## src/rtl/datapath_bus.sv

```systemverilog
// datapath_bus: register file (PC, AR, IR, AC, R, R1-R4), shared bus mux,
// ALU, zero flag and the instruction/data memory ports. Responds to the
// controller's read/write/inc/clr strobes.
// Optional build macro DP_HALT_FREEZE_EN adds a 'halt' input that freezes
// all state updates and blocks DM writes (reset still wins).
module datapath_bus #(
  parameter int DATA_W = 16,
  parameter int OPC_W  = 6
) (
  input  logic              clk,
  input  logic              rst,
`ifdef DP_HALT_FREEZE_EN
  input  logic              halt,
`endif
  input  logic [3:0]        read_en,
  input  logic [15:0]       write_en,
  input  logic [15:0]       inc_en,
  input  logic [15:0]       clr_en,
  input  logic [2:0]        alu_op,
  output logic [OPC_W-1:0]  instruction,
  output logic [15:0]       z,
  output logic [DATA_W-1:0] im_addr,
  input  logic [DATA_W-1:0] im_rdata,
  output logic [DATA_W-1:0] dm_addr,
  input  logic [DATA_W-1:0] dm_rdata,
  output logic [DATA_W-1:0] dm_wdata,
  output logic              dm_we,
  output logic              bus_err
);

  localparam logic [DATA_W-1:0] ZERO = {DATA_W{1'b0}};
  localparam logic [DATA_W-1:0] ONE  = {{(DATA_W-1){1'b0}}, 1'b1};

  logic [DATA_W-1:0] pc, ar, ir, ac, r, r1, r2, r3, r4;
  logic              zf;
  logic [DATA_W-1:0] bus;
  logic              illegal;
  logic [DATA_W-1:0] alu_res;
  logic [DATA_W-1:0] pc_next, ar_next, ac_next;
  logic              ac_upd;
  logic              freeze;
  logic              unused_bits;

`ifdef DP_HALT_FREEZE_EN
  assign freeze = halt;
`else
  assign freeze = 1'b0;
`endif

  // Strobe bits with no register behind them are deliberately ignored.
  assign unused_bits = ^{write_en[15:13], write_en[6], write_en[0],
                         inc_en[15:5], inc_en[3:2], inc_en[0],
                         clr_en[15:5], clr_en[3], clr_en[0]};

  assign instruction = ir[OPC_W-1:0];
  assign z           = {15'd0, zf};
  assign im_addr     = pc;
  assign dm_addr     = ar;
  assign dm_wdata    = bus;
  assign dm_we       = write_en[11] & ~freeze;

  // Shared bus source select; unassigned codes drive zero and flag an error.
  always_comb begin
    bus     = ZERO;
    illegal = 1'b0;
    case (read_en)
      4'd0:    bus = ZERO;
      4'd1:    bus = pc;
      4'd2:    bus = ar;
      4'd4:    bus = ir >> OPC_W;
      4'd5:    bus = ac;
      4'd6:    bus = r;
      4'd7:    bus = r1;
      4'd8:    bus = r2;
      4'd9:    bus = r3;
      4'd10:   bus = r4;
      4'd12:   bus = dm_rdata;
      4'd13:   bus = im_rdata;
      default: begin
        bus     = ZERO;
        illegal = 1'b1;
      end
    endcase
  end

  // ALU on AC and R, result truncated to the datapath width.
  always_comb begin
    alu_res = ac;
    case (alu_op)
      3'd1:    alu_res = ac + r;
      3'd2:    alu_res = ac - r;
      3'd3:    alu_res = ac * r;
      3'd4:    alu_res = {ac[DATA_W-2:0], 1'b0};
      default: alu_res = ac;
    endcase
  end

  // PC next value: clear beats load beats increment.
  always_comb begin
    pc_next = pc;
    if (clr_en[1]) begin
      pc_next = ZERO;
    end else if (write_en[1]) begin
      pc_next = bus;
    end else if (inc_en[1]) begin
      pc_next = pc + ONE;
    end else begin
      pc_next = pc;
    end
  end

  // AR next value: clear beats load.
  always_comb begin
    ar_next = ar;
    if (clr_en[2]) begin
      ar_next = ZERO;
    end else if (write_en[2]) begin
      ar_next = bus;
    end else begin
      ar_next = ar;
    end
  end

  // AC next value: clear > ALU load > bus load > increment; ac_upd marks a change.
  always_comb begin
    ac_next = ac;
    ac_upd  = 1'b1;
    if (clr_en[4]) begin
      ac_next = ZERO;
    end else if (write_en[12]) begin
      ac_next = alu_res;
    end else if (write_en[4]) begin
      ac_next = bus;
    end else if (inc_en[4]) begin
      ac_next = ac + ONE;
    end else begin
      ac_next = ac;
      ac_upd  = 1'b0;
    end
  end

  // Register file, zero flag and sticky bus error; reset overrides everything.
  always_ff @(posedge clk) begin
    if (rst) begin
      pc      <= ZERO;
      ar      <= ZERO;
      ir      <= ZERO;
      ac      <= ZERO;
      r       <= ZERO;
      r1      <= ZERO;
      r2      <= ZERO;
      r3      <= ZERO;
      r4      <= ZERO;
      zf      <= 1'b0;
      bus_err <= 1'b0;
    end else if (!freeze) begin
      pc <= pc_next;
      ar <= ar_next;
      ac <= ac_next;
      if (write_en[3])  ir <= bus;
      if (write_en[5])  r  <= bus;
      if (write_en[10]) r1 <= bus;
      if (write_en[9])  r2 <= bus;
      if (write_en[8])  r3 <= bus;
      if (write_en[7])  r4 <= bus;
      if (ac_upd)       zf <= (ac_next == ZERO);
      if (illegal)      bus_err <= 1'b1;
    end
  end

endmodule

```

## config.mk

```make
export PLATFORM = sky130hd
export DESIGN_NAME = datapath_bus
export DESIGN_NICKNAME = d
export VERILOG_FILES = /design/src/rtl/datapath_bus.sv
export SDC_FILE = /design/constraint.sdc
export NUM_CORES = 1
export LEC_CHECK = 0
export CAP_MARGIN = 30
export CORE_MARGIN = 5
export CORE_UTILIZATION = 45
export CTS_BUF_LIST = sky130_fd_sc_hd__clkbuf_2
export DETAILED_ROUTE_END_ITERATION = 7
export GPL_TIMING_DRIVEN = 1
export PLACE_DENSITY = 0.69
export SLEW_MARGIN = 20
export SYNTH_ARGS = -nofsm -noshare
export SYNTH_HDL_FRONTEND = slang
export SYNTH_SLANG_ARGS = --single-unit
```

## constraint.sdc

```tcl
create_clock -name clk -period 5.65 [get_ports clk]
set_clock_uncertainty 0.05 [all_clocks]
set_input_delay 1.13 -clock clk [delete_from_list [all_inputs] [get_ports clk]]
set_output_delay 1.13 -clock clk [all_outputs]
set_load 0.05 [all_outputs]
```

==> impl_metrics.csv <==
group,metric,value,unit
grt,grt_max_degree,60,
worst_setup_path,cp-end-kind,"flop",
timing,setup_ws,-68.4,ps
timing,finalHoldViolations,0,
power_and_ir_drop,powerDensity,183,nW/um^2
worst_setup_path,path_max_fanout,5,
worst_setup_path,crit_type,"reg -> reg",
worst_hold_path,worstHoldPathCells,2,
worst_setup_path,r2r_cells,21,
synthesis,yosys_warnings,0,
die,rows,62,
finish,seq_area,2970,sq um
synthesis,syn_area_per_cell,8.25,sq um
synthesis,synth.ff_latch_count,146,
detailed_routing,post_drt_wl_per_cell,22.4,microns
detailed_routing,route.vias.total,12900,
clocking,cts_sinks,146,
finish,multiInputGateArea,9290,sq um
synthesis,synth_area_leader_cell,"dfxtp_1",
placement,io_buffers,111,
timing,maxSlewHeadroom,32.7,%
synthesis,synth_top_area_share,22.2,%
grt,grt_usage,28.5,%
synthesis,synthesis.area,13200,sq um
synthesis,synthTopCellsByArea,"dfxtp_1 22%, fa_1 12%, a211oi_1 7.7%",
timing,timing.hold.ws,450,ps
detailed_routing,viasPerCell,5.94,
worst_setup_path,timing.rr.start,"ac[4]",
clocking,clock_latency,780,ps
detailed_routing,ant_nets,0,
worst_setup_path,rrSetupSlack,-70,ps
grt,first_global_vias,12500,
clocking,tritoncts,"done",
grt,grt_antenna_before_repair,1,
detailed_routing,drt_pass1_iterations,7,
synthesis,ys_async_sr_fraction,0,%
finish,final_layout_size_suffix_gt1_share,18.7,%
worst_setup_path,worst_path_max_delay_cell,"fa_2",
clocking,htree_levels,4,
die,die_area,32800,sq um
timing,fin_crit_sh,101,%
clocking,ctsRootBufferMaster,"clkbuf_2",
finish,layout_commonest_cell,"nor2_1",
die,die_h,181,microns
placement,hpwlAfterDp,36.7,mm
worst_setup_path,crit_top_cell,"fa_1",
grt,grt_first_pass_wirelength,73.7,mm
detailed_routing,drt_iter0_markers,1206,
outcome,violations,"setup timing",
placement,gp_congestion,0.957,
timing,setup_viol,1,
worst_hold_path,min_from,"zf",
finish,fill_cells,2665,
worst_setup_path,cp.arrival,6350,ps
power_and_ir_drop,p_leak,0.00671,uW
timing,tightest_slew,1000,ps
worst_setup_path,worst_r2r_endpoint,"zf",
die,pin_count,161,
worst_hold_path,min_to,"zf",
worst_setup_path,cp_data_required_time,6280,ps
synthesis,synth_edf_count,0,
flow_run,maxCapViolations,0,
timing,post-route-min-period,5720,ps
die,die_w,181,microns
worst_hold_path,hold_class,"reg -> reg",
timing,tns,-68.4,ps
power_and_ir_drop,ir_drop,0.000178,V
detailed_routing,drc,0,
timing,rsz0062_at_grt,"true",
grt,grt_overflow,0,
finish,layout_common_cells,"191 x nor2_1, 169 x buf_4, 147 x inv_1",
worst_setup_path,critPathMaxStageDelay,550,ps
clocking,cts_buffers,17,
synthesis,ys_types,89,
placement,place_ws,-355,ps
clocking,cts.clk_slew.worst_paths,230,ps
outcome,status,"finished, violations left",
worst_setup_path,critPathLaunchType,"flop",
timing,slew_violations,0,
finish,nets,2007,
synthesis,synthFlopType,"dfxtp_1",
die,design.core.area,28800,sq um
die,start_util,45.8,%
synthesis,netlist_instances,1598,
detailed_routing,drt-total-wl,48.6,mm
clocking,cts_buffer_depth,2,
timing,max_freq,175,MHz
worst_setup_path,cp_cell_sequence,"buf_4, and2_1, fa_1, inv_2, fa_2, inv_1, ha_1, ha_1, fa_1, inv_1, fa_1, inv_2, ha_4, o41a_1, a21oi_2, xor2_2, o21ai_1, o31ai_1, buf_4, nand4b_1, o31ai_2",
finish,synthToLayoutAreaGrowth,21.8,%
synthesis,yosysSeqAreaShare,22.2,%
## per-layer routing
layer  track usage, %  up-vias  routed length, microns
met4             14.5        0                    2910
met2             45.6      729                   21900
li1                 -     5855                       -
met5                0        -                       0
met1             37.5     6130                   19400
met3             4.34      155                    4380
## power breakdown
group / total, uW / switching (uW) / internal (uW) / leakage, uW
Clock: 646 / 462 / 184 / 0.000146
Combinational: 1140 / 685 / 450 / 0.00535
Sequential: 1160 / 68.1 / 1090 / 0.00121
## sequential cells by signal, summed over array words and instances (netlist names)
name / count
bus_err: 1
r4: 16
dm_addr: 16
r3: 16
ac: 16
zf: 1
r: 16
r1: 16
im_addr: 16
r2: 16
ir: 16
## synth_stat cells, drive strengths merged, types with 25 or more instances
master and n:
dfxtp 146, nor2 193, a22oi 25, a211oi 139, o21ai 35, and2 73, buf 54, nand3 28
xnor2 63, fa 81, clkbuf 91, inv 154, nand2 98, a21oi 40, ha 68
## area by class of cell
type / count / area share, %
antenna: 1 / 0.0156
clock buffer: 17 / 0.530
clock inverter: 15 / 1.04
inverter: 154 / 3.60
multi-input combinational: 1167 / 57.9
sequential: 146 / 18.5
tap: 384 / 2.99
timing repair buffer: 283 / 15.4
## worst max-delay path by stage
| stage | slack [ps] | end | startpoint |
|---|---|---|---|
| 2_1_floorplan | 8 | zf | r[3] |
| 3_3_place_gp | -350 | zf | r[1] |
| 3_5_place_dp | -350 | zf | ac[7] |
| 4_1_cts | -40 | zf | ac[8] |
| 5_1_grt | -220 | zf | r[3] |
| 6_report | -70 | zf | ac[4] |
## critical path, delay by kind of cell, from the launching register on
kind                     cells  cell delay [ps]
adder cells (fa/ha/maj)      7             2840
AO/OA/AOI/OAI                5             1220
buffers and inverters        6              490
flip-flops                   1              420
AND/OR/NAND/NOR              2              360
XOR/XNOR                     1              260
## per-stage QoR
step / total power, uW / instances / instance area (sq um) / utilization [%]
after floorplan: 1830 / 1612 / 13200 / -
after global placement: 2220 / 2112 / 15200 / 53.0
after detailed placement: 2240 / 2115 / 15300 / 53.1
after CTS: 2900 / 2156 / 15800 / 55.0
after global routing: 3070 / 2167 / 16100 / 55.8
final: 2940 / 2167 / 16100 / 55.8
## cell families (layout without fill, tap and decap cells)
group / after synthesis / count (layout) / synth area share [%]
fa+ha+maj: 149 / 149 / 18.8
compound gates: 372 / 372 / 21.1
buf+inv: 299 / 469 / 9.92
simple gates: 510 / 510 / 19.2
flops: 146 / 146 / 22.2
xor+xnor: 85 / 85 / 5.75
mux: 36 / 36 / 3.06
other cells: 1 / 16 / 0.0284
## repair_timing
item | CTS | global route
buffers inserted | 9 | 9
hold buffers | 0 | 0
pin swaps | 37 | 32
gates resized for setup | 67 | 41
endpoints found under the setup margin | 6 | 6
No activity file was read; power rests on OpenSTA's default activity.
